## src/rtl/pcie_tx_tlp_arb_if.sv

```systemverilog
// Bundles the per-channel user streams and the core transmit AXI-stream.
// master: arbiter view; slave: the environment (sources and core).
interface pcie_tx_tlp_arb_if #(
    parameter int PCIE_DATA_WIDTH = 64,
    parameter int PCIE_KEEP_WIDTH = PCIE_DATA_WIDTH/8,
    parameter int NUM_CH          = 4
);
    logic [NUM_CH*PCIE_DATA_WIDTH-1:0] ch_tdata;
    logic [NUM_CH*PCIE_KEEP_WIDTH-1:0] ch_tkeep;
    logic [NUM_CH*4-1:0]               ch_tuser;
    logic [NUM_CH-1:0]                 ch_tlast;
    logic [NUM_CH-1:0]                 ch_tvalid;
    logic [NUM_CH-1:0]                 ch_tready;

    logic [PCIE_DATA_WIDTH-1:0]        s_axis_tx_tdata;
    logic [PCIE_KEEP_WIDTH-1:0]        s_axis_tx_tkeep;
    logic [3:0]                        s_axis_tx_tuser;
    logic                              s_axis_tx_tlast;
    logic                              s_axis_tx_tvalid;
    logic                              s_axis_tx_tready;

    modport master (
        input  ch_tdata, ch_tkeep, ch_tuser, ch_tlast, ch_tvalid, s_axis_tx_tready,
        output ch_tready, s_axis_tx_tdata, s_axis_tx_tkeep, s_axis_tx_tuser,
               s_axis_tx_tlast, s_axis_tx_tvalid
    );

    modport slave (
        output ch_tdata, ch_tkeep, ch_tuser, ch_tlast, ch_tvalid, s_axis_tx_tready,
        input  ch_tready, s_axis_tx_tdata, s_axis_tx_tkeep, s_axis_tx_tuser,
               s_axis_tx_tlast, s_axis_tx_tvalid
    );
endinterface

```

## src/rtl/pcie_tx_tlp_arb.sv

```systemverilog
// Round-robin whole-packet TLP arbiter in front of the PCIe core transmit stream,
// with config-slot windows between packets, buffer-credit gating and link-loss flush.
module pcie_tx_tlp_arb #(
    parameter int PCIE_DATA_WIDTH = 64,
    parameter int PCIE_KEEP_WIDTH = PCIE_DATA_WIDTH/8,
    parameter int NUM_CH          = 4,
    parameter int CH_W            = (NUM_CH > 1) ? $clog2(NUM_CH) : 1,
    parameter int BUF_AV_MIN      = 2
) (
    input  logic                 pcie_clk_in,
    input  logic                 pcie_reset_out,
    input  logic                 pcie_link_up,
    pcie_tx_tlp_arb_if.master    bus,
    input  logic [5:0]           tx_buf_av,
    input  logic                 tx_cfg_req,
    output logic                 tx_cfg_gnt,
    output logic [CH_W-1:0]      grant_ch,
    output logic                 busy,
    output logic [15:0]          pkt_cnt,
    output logic [15:0]          drop_cnt
);
    typedef enum logic [1:0] {IDLE, XFER, FLUSH} state_t;

    localparam int unsigned    NCH    = NUM_CH;
    localparam logic [5:0]     AV_MIN = 6'(BUF_AV_MIN);
    localparam logic [CH_W-1:0] LAST_CH = CH_W'(NUM_CH - 1);

    state_t                    state;
    logic [CH_W-1:0]           last_grant;
    logic [CH_W-1:0]           next_ch;
    logic [CH_W-1:0]           cand;
    logic                      found;
    logic                      grant_ok;

    logic [PCIE_DATA_WIDTH-1:0] sel_tdata;
    logic [PCIE_KEEP_WIDTH-1:0] sel_tkeep;
    logic [3:0]                 sel_tuser;
    logic                       sel_tlast;
    logic                       sel_tvalid;
    logic                       out_tvalid;
    logic [NUM_CH-1:0]          tready_vec;
    logic                       beat;

    // Round-robin search starting just after the last granted channel.
    always_comb begin
        found   = 1'b0;
        next_ch = last_grant;
        cand    = '0;
        for (int unsigned i = 1; i <= NCH; i++) begin
            cand = CH_W'((32'(last_grant) + i) % NCH);
            if (!found && bus.ch_tvalid[cand]) begin
                found   = 1'b1;
                next_ch = cand;
            end
        end
    end

    assign grant_ok = found && pcie_link_up && (tx_buf_av >= AV_MIN) && !tx_cfg_req;

    assign sel_tdata  = bus.ch_tdata[grant_ch*PCIE_DATA_WIDTH +: PCIE_DATA_WIDTH];
    assign sel_tkeep  = bus.ch_tkeep[grant_ch*PCIE_KEEP_WIDTH +: PCIE_KEEP_WIDTH];
    assign sel_tuser  = bus.ch_tuser[grant_ch*4 +: 4];
    assign sel_tlast  = bus.ch_tlast[grant_ch];
    assign sel_tvalid = bus.ch_tvalid[grant_ch];

    always_comb begin
        out_tvalid = 1'b0;
        tready_vec = '0;
        case (state)
            XFER: begin
                out_tvalid           = sel_tvalid;
                tready_vec[grant_ch] = bus.s_axis_tx_tready;
            end
            // Drain the granted source without presenting anything to the core.
            FLUSH:   tready_vec[grant_ch] = 1'b1;
            default: ;
        endcase
    end

    assign beat = out_tvalid && bus.s_axis_tx_tready;

    assign bus.s_axis_tx_tdata  = sel_tdata;
    assign bus.s_axis_tx_tkeep  = sel_tkeep;
    assign bus.s_axis_tx_tuser  = sel_tuser;
    assign bus.s_axis_tx_tlast  = sel_tlast;
    assign bus.s_axis_tx_tvalid = out_tvalid;
    assign bus.ch_tready        = tready_vec;

    always_ff @(posedge pcie_clk_in) begin
        if (pcie_reset_out) begin
            state      <= IDLE;
            tx_cfg_gnt <= 1'b0;
            busy       <= 1'b0;
            grant_ch   <= '0;
            last_grant <= LAST_CH;
            pkt_cnt    <= '0;
            drop_cnt   <= '0;
        end else begin
            case (state)
                IDLE: begin
                    tx_cfg_gnt <= tx_cfg_req;
                    if (grant_ok) begin
                        grant_ch <= next_ch;
                        busy     <= 1'b1;
                        state    <= XFER;
                    end
                end
                XFER: begin
                    tx_cfg_gnt <= 1'b0;
                    if (beat && sel_tlast) begin
                        last_grant <= grant_ch;
                        pkt_cnt    <= pkt_cnt + 16'd1;
                        busy       <= 1'b0;
                        state      <= IDLE;
                    end else if (!pcie_link_up && !beat) begin
                        state <= FLUSH;
                    end
                end
                FLUSH: begin
                    tx_cfg_gnt <= 1'b0;
                    if (sel_tvalid && sel_tlast) begin
                        last_grant <= grant_ch;
                        if (drop_cnt != '1) drop_cnt <= drop_cnt + 16'd1;
                        busy  <= 1'b0;
                        state <= IDLE;
                    end
                end
                default: state <= IDLE;
            endcase
        end
    end
endmodule

```

## src/flat_wrapper.sv

```systemverilog
// flat-port wrapper written by rule: the top's interface ports become plain ports
module pcie_tx_tlp_arb_flat 
#(
    parameter int PCIE_DATA_WIDTH = 64,
    parameter int PCIE_KEEP_WIDTH = PCIE_DATA_WIDTH/8,
    parameter int NUM_CH          = 4,
    parameter int CH_W            = (NUM_CH > 1) ? $clog2(NUM_CH) : 1,
    parameter int BUF_AV_MIN      = 2
)
  (pcie_clk_in, pcie_reset_out, pcie_link_up, tx_buf_av, tx_cfg_req, tx_cfg_gnt, grant_ch, busy, pkt_cnt, drop_cnt, bus_ch_tdata, bus_ch_tkeep, bus_ch_tuser, bus_ch_tlast, bus_ch_tvalid, bus_s_axis_tx_tready, bus_ch_tready, bus_s_axis_tx_tdata, bus_s_axis_tx_tkeep, bus_s_axis_tx_tuser, bus_s_axis_tx_tlast, bus_s_axis_tx_tvalid);
  pcie_tx_tlp_arb_if #(.PCIE_DATA_WIDTH(PCIE_DATA_WIDTH), .PCIE_KEEP_WIDTH(PCIE_KEEP_WIDTH), .NUM_CH(NUM_CH)) bus_i ();
  input  logic pcie_clk_in;
  input  logic pcie_reset_out;
  input  logic pcie_link_up;
  input  logic [5:0] tx_buf_av;
  input  logic tx_cfg_req;
  output logic tx_cfg_gnt;
  output logic [CH_W-1:0] grant_ch;
  output logic busy;
  output logic [15:0] pkt_cnt;
  output logic [15:0] drop_cnt;
  input wire logic [$bits(bus_i.ch_tdata)-1:0] bus_ch_tdata;
  input wire logic [$bits(bus_i.ch_tkeep)-1:0] bus_ch_tkeep;
  input wire logic [$bits(bus_i.ch_tuser)-1:0] bus_ch_tuser;
  input wire logic [$bits(bus_i.ch_tlast)-1:0] bus_ch_tlast;
  input wire logic [$bits(bus_i.ch_tvalid)-1:0] bus_ch_tvalid;
  input wire logic [$bits(bus_i.s_axis_tx_tready)-1:0] bus_s_axis_tx_tready;
  output wire logic [$bits(bus_i.ch_tready)-1:0] bus_ch_tready;
  output wire logic [$bits(bus_i.s_axis_tx_tdata)-1:0] bus_s_axis_tx_tdata;
  output wire logic [$bits(bus_i.s_axis_tx_tkeep)-1:0] bus_s_axis_tx_tkeep;
  output wire logic [$bits(bus_i.s_axis_tx_tuser)-1:0] bus_s_axis_tx_tuser;
  output wire logic [$bits(bus_i.s_axis_tx_tlast)-1:0] bus_s_axis_tx_tlast;
  output wire logic [$bits(bus_i.s_axis_tx_tvalid)-1:0] bus_s_axis_tx_tvalid;
  assign bus_i.ch_tdata = bus_ch_tdata;
  assign bus_i.ch_tkeep = bus_ch_tkeep;
  assign bus_i.ch_tuser = bus_ch_tuser;
  assign bus_i.ch_tlast = bus_ch_tlast;
  assign bus_i.ch_tvalid = bus_ch_tvalid;
  assign bus_i.s_axis_tx_tready = bus_s_axis_tx_tready;
  assign bus_ch_tready = bus_i.ch_tready;
  assign bus_s_axis_tx_tdata = bus_i.s_axis_tx_tdata;
  assign bus_s_axis_tx_tkeep = bus_i.s_axis_tx_tkeep;
  assign bus_s_axis_tx_tuser = bus_i.s_axis_tx_tuser;
  assign bus_s_axis_tx_tlast = bus_i.s_axis_tx_tlast;
  assign bus_s_axis_tx_tvalid = bus_i.s_axis_tx_tvalid;
  pcie_tx_tlp_arb #(.PCIE_DATA_WIDTH(PCIE_DATA_WIDTH), .PCIE_KEEP_WIDTH(PCIE_KEEP_WIDTH), .NUM_CH(NUM_CH), .CH_W(CH_W), .BUF_AV_MIN(BUF_AV_MIN)) u_core (.pcie_clk_in(pcie_clk_in), .pcie_reset_out(pcie_reset_out), .pcie_link_up(pcie_link_up), .bus(bus_i), .tx_buf_av(tx_buf_av), .tx_cfg_req(tx_cfg_req), .tx_cfg_gnt(tx_cfg_gnt), .grant_ch(grant_ch), .busy(busy), .pkt_cnt(pkt_cnt), .drop_cnt(drop_cnt));
endmodule
```

## config.mk

```make
export PLATFORM = sky130hd
export DESIGN_NAME = pcie_tx_tlp_arb_flat
export DESIGN_NICKNAME = d
export VERILOG_FILES = /design/src/rtl/pcie_tx_tlp_arb_if.sv /design/src/rtl/pcie_tx_tlp_arb.sv /design/src/flat_wrapper.sv
export SDC_FILE = /design/constraint.sdc
export NUM_CORES = 1
export LEC_CHECK = 0
export ABC_AREA = 0
export CORE_AREA = 8 8 167 169
export DETAILED_ROUTE_END_ITERATION = 8
export DIE_AREA = 0 0 175 177
export PLACE_DENSITY = 0.49
export SLEW_MARGIN = 5
export SYNTH_ARGS = -nofsm -noshare
export SYNTH_HDL_FRONTEND = slang
export SYNTH_SLANG_ARGS = --single-unit
```

## constraint.sdc

```tcl
create_clock -name pcie_clk_in -period 4.9 [get_ports pcie_clk_in]
set_input_delay 0.98 -clock pcie_clk_in [delete_from_list [all_inputs] [get_ports pcie_clk_in]]
set_output_delay 0.98 -clock pcie_clk_in [all_outputs]
set_load 0.01 [all_outputs]
```

Yosys cells after proc, flatten, opt, wreduce, memory -nomap -nowiden. Cells that the tools add are included.

Shift-type cells: 3. Reduce and logical (&&, ||, !) cells: 28. Bitwise gates (word level): 1. Muxes and demuxes: 37. Eq/ne operators: 7. $lt $le $gt $ge: 7. $add $sub $neg: 6.

Operators with widths (number): $shiftx 256x9->64 (1); $add 16x1->16 const B (2); $shiftx 32x6->8 (1); $mux 2 (10); $ne 16x16->1 const B (1); $shiftx 16x5->4 (1); $lt 2x3->1 const B (5); $mux 1 (15); $bmux 1 s2 (6); $logic_and 1x1->1 (11); $reduce_and 3->1 (3); $pmux 4 s2 (1); $ge 6x2->1 const B (1); $logic_not 1->1 (6); $ne 2x1->1 const B (3); $pmux 2 s3 (1); $add 2x1->2 const B (2); $add 2x2->2 const B (2); $and 4x4->4 (1); $pmux 2 s2 (1); $reduce_and 2->1 (2); $reduce_and 4->1 (1); $reduce_bool 2->1 (2); $ne 3x1->1 const B (1); 9 further kinds (9).

Register bits: 40. Input bits: 323. Output and inout port bits: 118.

Logic depth before layout (Yosys ltp). Gate-level depths: netlist of run 1.

Depth in word-level cells: 18. Gate-level depth with buffers: 8.

Worst setup path after synthesis of run 1. Ideal clock, no wire load.

Path kind: input -> output. From: input port bus_ch_tvalid[3]. To: output port bus_s_axis_tx_tvalid. Cell stages on the path: 2. Arrival time: 1.734 ns. Slack: 2.186 ns. Required time: 3.920 ns. Cell sequence: mux4_2 > and2_1.

Word-level cells in the longest chain between the ends: 3.

RTL lines: from (decl) (line flat_wrapper.sv:26) `input wire logic [$bits(bus_i.ch_tvalid)-1:0] bus_ch_tvalid;`; $bmux 1 s2 (line pcie_tx_tlp_arb.sv:64) `assign sel_tvalid = bus.ch_tvalid[grant_ch];`; $mux 1 (not written as such) (line pcie_tx_tlp_arb.sv:64); $mux 1 (line pcie_tx_tlp_arb.sv:69) `case (state)`; to (decl) (line flat_wrapper.sv:33) `output wire logic [$bits(bus_i.s_axis_tx_tvalid)-1:0] bus_s_axis_tx_tvalid;`.

Every way passes these cells. The select of a mux whose other input is x is not followed.

Worst setup path in the final report of run 1.
From: input port bus_s_axis_tx_tready. To: output port bus_ch_tready[3].

Word-level cells in the longest chain between the ends: 2.

RTL lines: from (decl) (line flat_wrapper.sv:27) `input wire logic [$bits(bus_i.s_axis_tx_tready)-1:0] bus_s_axis_tx_tready;`; $and 4x4->4 (no line); $pmux 4 s2 (line pcie_tx_tlp_arb.sv:69); to (decl) (line flat_wrapper.sv:28) `output wire logic [$bits(bus_i.ch_tready)-1:0] bus_ch_tready;`.

Every way passes these cells.

==> flow_summary.ini, run 1 <==
[status]
outcome = completed

[floorplanning]
core_area_mm2 = 0.02547
die_h_um = 177
num_rows = 59
start_util_pct = 15.30
die_area_mm2 = 0.03098
ios = 441
die_w_um = 175

[drt]
vias = 4929
drcViolationCount = 0
postRouteAntennaNets = 0
dr.pass1.iters = 6
wire_per_inst_um = 26.69
routed_wl_um = 29520
drtIter0Drc = 353
vias_per_cell = 4.457

[worst_hold_path]
hold_class = reg2reg
hold_depth = 2

[global_route]
grt_pass1_wl_um = 40390
overflow = 0
antenna_found_initial = 11
grt_max_degree = 45
grt_pass1_vias = 5203
track_usage_pct = 18.05

[synthesis]
synth-compound-area-share_pct = 5.427
synthArstFlopShare_pct = 0
syn_inst = 342
yosysSeqAreaShare_pct = 20.55
synth_top_area_share_pct = 45.09
avgSynthCellArea_um2 = 11.39
synth.most_common_cell = mux4_2
synth_xor_area_share_pct = 5.620
synthTopCellsByArea = mux4_2, dfxtp_1, xnor2_1, nor2_1, ha_1
synth_top_family_by_area = multiplexers
synth_ff_type = dfxtp_1
synth_edf_count = 0
yosys_register_bits = 40
synthMuxAreaShare_pct = 45.60
syn_nets = 671
yosys.area.top_type = mux4_2
ys_warn_count = 0
synth-simple-area-share_pct = 17.12
synth.top_cells.by_count = mux4_2, dfxtp_1, nor2_1, xnor2_1, clkbuf_1
synthAdderAreaFrac_pct = 1.927
synth.distinct_cells = 39
netlist_area_mm2 = 0.003896

[finish]
final_design_area_no_fill_mm2 = 0.008840
final_layout_size_suffix_gt1_share_pct = 13.17
area_growth_pct = 126.9
fill_cells = 2582
nNetsFinal = 1096

[placement]
io_buffers = 439
dp_hpwl_um = 25640
place.gp.congestion = 0.8758
postPlaceCellArea_mm2 = 0.008692

[clock_network]
h-tree-depth = 2
cts_buffer_depth = 2
clockRootBuffer = clkbuf_16
worstSkewPairLatency_ns = 0.28
cts_tree = built
postCtsSetupRepairBufs = 0
cts_resized = 0
numClockSinks = 40
clk_pin_slew_worst_paths_ns = 0.06
ctsHoldBuffers = 0
numCtsBuffers = 5

[critical_path]
path_cells = clkdlybuf4s50_1 -> and2_1 -> o21ai_0 -> inv_1 -> and3_1 -> clkdlybuf4s50_1
worstRegToRegCells = 5
cp_data_required_time_ns = 3.92
cp_data_arrival_time_ns = 2.92
cpMaxStageDelayCell = o21ai_0
crit_type = in2out
cp_common_cell = clkdlybuf4s50_1
critPathMaxStageDelay_ns = 0.54
cp-end-kind = output port
start_kind = primary input
crit_fanout = 5

[sta]
relSlewSlack_pct = 39.03
finalCritPeriodShare_pct = 79.65
rsz0062_at_grt = false
fmax_ghz = 0.2562
hold_viol = 0
tightest_slew_ns = 0.9077
fin_worst_skew_ns = 0.003165
finalSetupViolCount = 0
min_period_ns = 3.903
slew_violations = 0
tns_ns = 0

[flow_run]
maxCapViolCount = 0

[power]
vdd_drop_max_mv = 0.1135
power_per_cell_area_mw_per_mm2 = 157.6
p_leak_nw = 2.886
## cell type report
type                       count  area (µm²)  share of cell area [%]
antenna                        4       10.01                  0.1132
clock inverter                 2       12.51                  0.1415
multi-input combinational    266        2958                   33.46
sequential                    40       808.3                   9.144
inverter                      10       37.54                  0.4246
clock buffer                   5       125.1                   1.415
timing repair buffer         444        4469                   50.56
tap                          335       419.2                   4.742
## path summary, 6_finish.rpt
path	from	end	slack, ns
hold / removal	u_core.pkt_cnt[10]	u_core.pkt_cnt[10]	0.51
hold reg to reg	u_core.pkt_cnt[10]	u_core.pkt_cnt[10]	0.51
setup / recovery	bus_s_axis_tx_tready	bus_ch_tready[3]	1.0
setup reg to reg	u_core.grant_ch[0]	u_core.drop_cnt[13]	2.31
## cell families (layout without fill, tap and decap cells)
| group | count (synthesis) | count (layout) |
|---|---|---|
| and+or+nand+nor | 121 | 121 |
| buffers and inverters | 36 | 461 |
| xor gates and xnor gates | 25 | 25 |
| other | 0 | 4 |
| AOI/OAI and AO/OA | 34 | 34 |
| muxes | 80 | 80 |
| adders and majority gates | 6 | 6 |
| DFF | 40 | 40 |
## placed cells by master (no fill, tap or decap), types with 3 or more instances in the layout
master           instances
a211oi_1                 3
a21oi_1                 12
and2_1                   3
and3_1                   5
buf_12                   3
clkbuf_16                5
clkdlybuf4s50_1        439
dfxtp_1                 38
diode_2                  4
ha_1                     6
inv_1                   10
mux4_2                  78
nand2_1                 10
nand2b_1                 5
nand3_1                 10
nand4_1                 10
nor2_1                  37
nor2b_1                  3
nor3_1                  10
nor3b_1                  3
nor4_1                   6
nor4_2                   4
nor4b_1                  3
o21ai_0                 10
or3_1                    6
xnor2_1                 18
xor2_1                   7
## sequential cells by signal, indices dropped and copies added, names as in the netlist
name               count
u_core.state           2
u_core.pkt_cnt        16
u_core.busy            1
u_core.grant_ch        2
u_core.last_grant      2
u_core.tx_cfg_gnt      1
u_core.drop_cnt       16
## metrics by stage
step / total power, W / util (%) / hold slack (ns) / instances / worst slack, ns
floorplan: 0.0005914 / - / 0.5100 / 342 / 2.186
global placement: 0.001085 / 34.13 / 0.4904 / 1095 / 0.9525
detailed placement: 0.001082 / 34.13 / 0.4976 / 1095 / 0.9233
CTS: 0.001416 / 34.67 / 0.5084 / 1102 / 0.9302
global route: 0.001456 / 34.68 / 0.5360 / 1103 / 0.8414
finish: 0.001393 / 34.71 / 0.5094 / 1106 / 0.9971
## metal layers
metal / global-route usage (%) / up-vias / part of all wire, %
met3: 6.977 / 23 / 10
li1: - / 2232 / -
met4: 1.801 / 12 / 0.98
met1: 21.94 / 2442 / 40
met2: 30.80 / 220 / 48
met5: 0 / - / 0.25
## report_power, final
| group | leakage (nW) | internal [W] | switching (W) |
|---|---|---|---|
| clock | 0.0657 | 0.000185 | 0.000135 |
| combinational | 2.50 | 0.000483 | 0.000230 |
| sequential | 0.325 | 0.000333 | 0.0000273 |
| total | 2.89 | 0.00100 | 0.000393 |
## worst max-delay path, delay by kind of cell
| kind | cells | cell delay (ns) |
|---|---|---|
| compound gates | 1 | 0.54 |
| simple gates | 2 | 0.37 |
| buf+inv | 3 | 1.03 |
(Power assumes the default switching activity.)
==> run 2: changes to the inputs <==
Settings changed: CORE_AREA 8 8 167 169 to 8 8 163 165, DIE_AREA 0 0 175 177 to 0 0 171 173, PLACE_DENSITY 0.49 to 0.51.
Clock period 4.9 ns to 3.7 ns, I/O delays scaled along.
==> flow_summary.ini, run 2 (same netlist as run 1, synthesis figures left out) <==
[floorplanning]
die_area_mm2 = 0.02958
core_area_mm2 = 0.02396
num_rows = 57
die_w_um = 171
ios = 441
start_util_pct = 16.26
die_h_um = 173

[finish]
mostFrequentLayoutCell = clkdlybuf4s50_1
reg_top3 = u_core.drop_cnt: 16 flops, u_core.pkt_cnt: 16 flops
area_growth_pct = 127.6
nNetsFinal = 1101
final_layout_size_suffix_gt1_share_pct = 13.84
most-common-layout-cells = clkdlybuf4s50_1, mux4_2, dfxtp_1, nor2_1, xnor2_1

[clock_network]
numCtsBuffers = 5
worstSkewPairLatency_ns = 0.29
ctsHoldBuffers = 0
clockRootBuffer = clkbuf_16
cts_tree = built
h-tree-depth = 2
cts_resized = 0
clk_pin_slew_worst_paths_ns = 0.06
cts_buffer_depth = 2
numClockSinks = 40
postCtsSetupRepairBufs = 0

[critical_path]
cp_data_required_time_ns = 2.96
cp_data_arrival_time_ns = 2.59
start_kind = primary input
cp-end-kind = output port
crit_fanout = 10
crit_type = in2out

[power]
vdd_drop_max_mv = 0.1393
comb_power_share_pct = 50.9
pwr-share-clk_pct = 25.1
switching_share_pct = 28.92
p_leak_nw = 2.909
power_per_cell_area_mw_per_mm2 = 220.7
p_switching_w = 0.0005662
p_int_w = 0.001391
p_seq_share_pct = 24.0

[sta]
tightest_slew_ns = 0.8329
finalSetupViolCount = 0
fin_worst_skew_ns = 0.009189
tns_ns = 0
setup_ws_ns = 0.3722
fmax_ghz = 0.3005
finalCritPeriodShare_pct = 89.94
rsz0062_at_grt = false
hold_viol = 0
relSlewSlack_pct = 43.04
slew_violations = 0
min_period_ns = 3.328

[drt]
routed_wl_um = 32460
drtIter0Drc = 380
vias_per_cell = 4.514
drcViolationCount = 0
vias = 4979
dr.pass1.iters = 4
wire_per_inst_um = 29.43
postRouteAntennaNets = 0

[flow_run]
maxCapViolCount = 0

[global_route]
grt_max_degree = 53
antenna_found_initial = 13
grt_pass1_wl_um = 43130
grt_pass1_vias = 5227
overflow = 0
track_usage_pct = 20.88

[placement]
dp_hpwl_um = 28510
place.gp.congestion = 0.8811
post-place-ws_ns = 0.3859
io_buffers = 439

[worst_hold_path]
hold_class = reg2reg

[status]
outcome = completed
==> run 2: changes by cell type in the layout (fill, tap and decap cells not counted), sizes merged <==
cell and delta:
clkinvlp -1, diode +2, clkbuf +2, buf +5
==> run 2: power by group through the flow <==
stage	Sequential, W	Clock (W)	Combinational [W]
final	0.000469	0.000492	0.000997
after CTS	0.000469	0.000512	0.00101
after detailed placement	0.000479	0	0.000992
after floorplan	0.000461	0	0.000322
after global placement	0.000479	0	0.000998
after global routing	0.000471	0.000531	0.00106
==> run 2: routing by layer <==
layer,wire [µm],global-route usage [%]
met1,12790,24.91
met2,14580,32.34
met3,4558,12.41
met4,437,3.117
met5,92,0
==> run 2: layout make-up <==
cell class | count | area (µm²)
antenna | 6 | 15.01
multi-input combinational | 266 | 2949
tap | 324 | 405.4
sequential | 40 | 808.3
timing repair buffer | 449 | 4482
clock buffer | 7 | 163.9
inverter | 10 | 37.54
clock inverter | 1 | 8.758
fill | 2443 | 15090
==> run 2: final timing paths <==
| kind | start | end | slack, ns | cells after the start |
|---|---|---|---|---|
| setup / recovery | bus_ch_tvalid[2] | bus_s_axis_tx_tvalid | 0.37 | 4 |
| hold / removal | u_core.pkt_cnt[10] | u_core.pkt_cnt[10] | 0.51 | 2 |
| setup reg to reg | u_core.grant_ch[1] | u_core.drop_cnt[13] | 0.98 | 6 |
| hold reg to reg | u_core.pkt_cnt[10] | u_core.pkt_cnt[10] | 0.51 | 2 |
==> run 2: worst max-delay path: stages <==
cell	delay, ns
clkdlybuf4s50_1	0.49
mux4_2	0.63
and2_1	0.24
clkdlybuf4s50_1	0.49
==> run 2: metrics by stage <==
| stage | instances | hold WS [ns] | total power, W | utilization, % | cell area, µm² |
|---|---|---|---|---|---|
| 6_report | 1103 | 0.5098 | 0.001958 | 37.01 | 8870 |
| 5_1_grt | 1100 | 0.5348 | 0.002059 | 36.98 | 8862 |
| 4_1_cts | 1097 | 0.5119 | 0.001987 | 36.95 | 8855 |
| 3_5_place_dp | 1089 | 0.5010 | 0.001471 | 36.23 | 8682 |
| 3_3_place_gp | 1089 | 0.4862 | 0.001477 | 36.23 | 8682 |
| 2_1_floorplan | 342 | 0.5100 | 0.0007832 | - | 3896 |
==> run 3: changes to the inputs <==
Settings changed: CAP_MARGIN from default to 20.
==> results of run 3 <==
Final layout, timing and power as in run 2 (identical DEF).
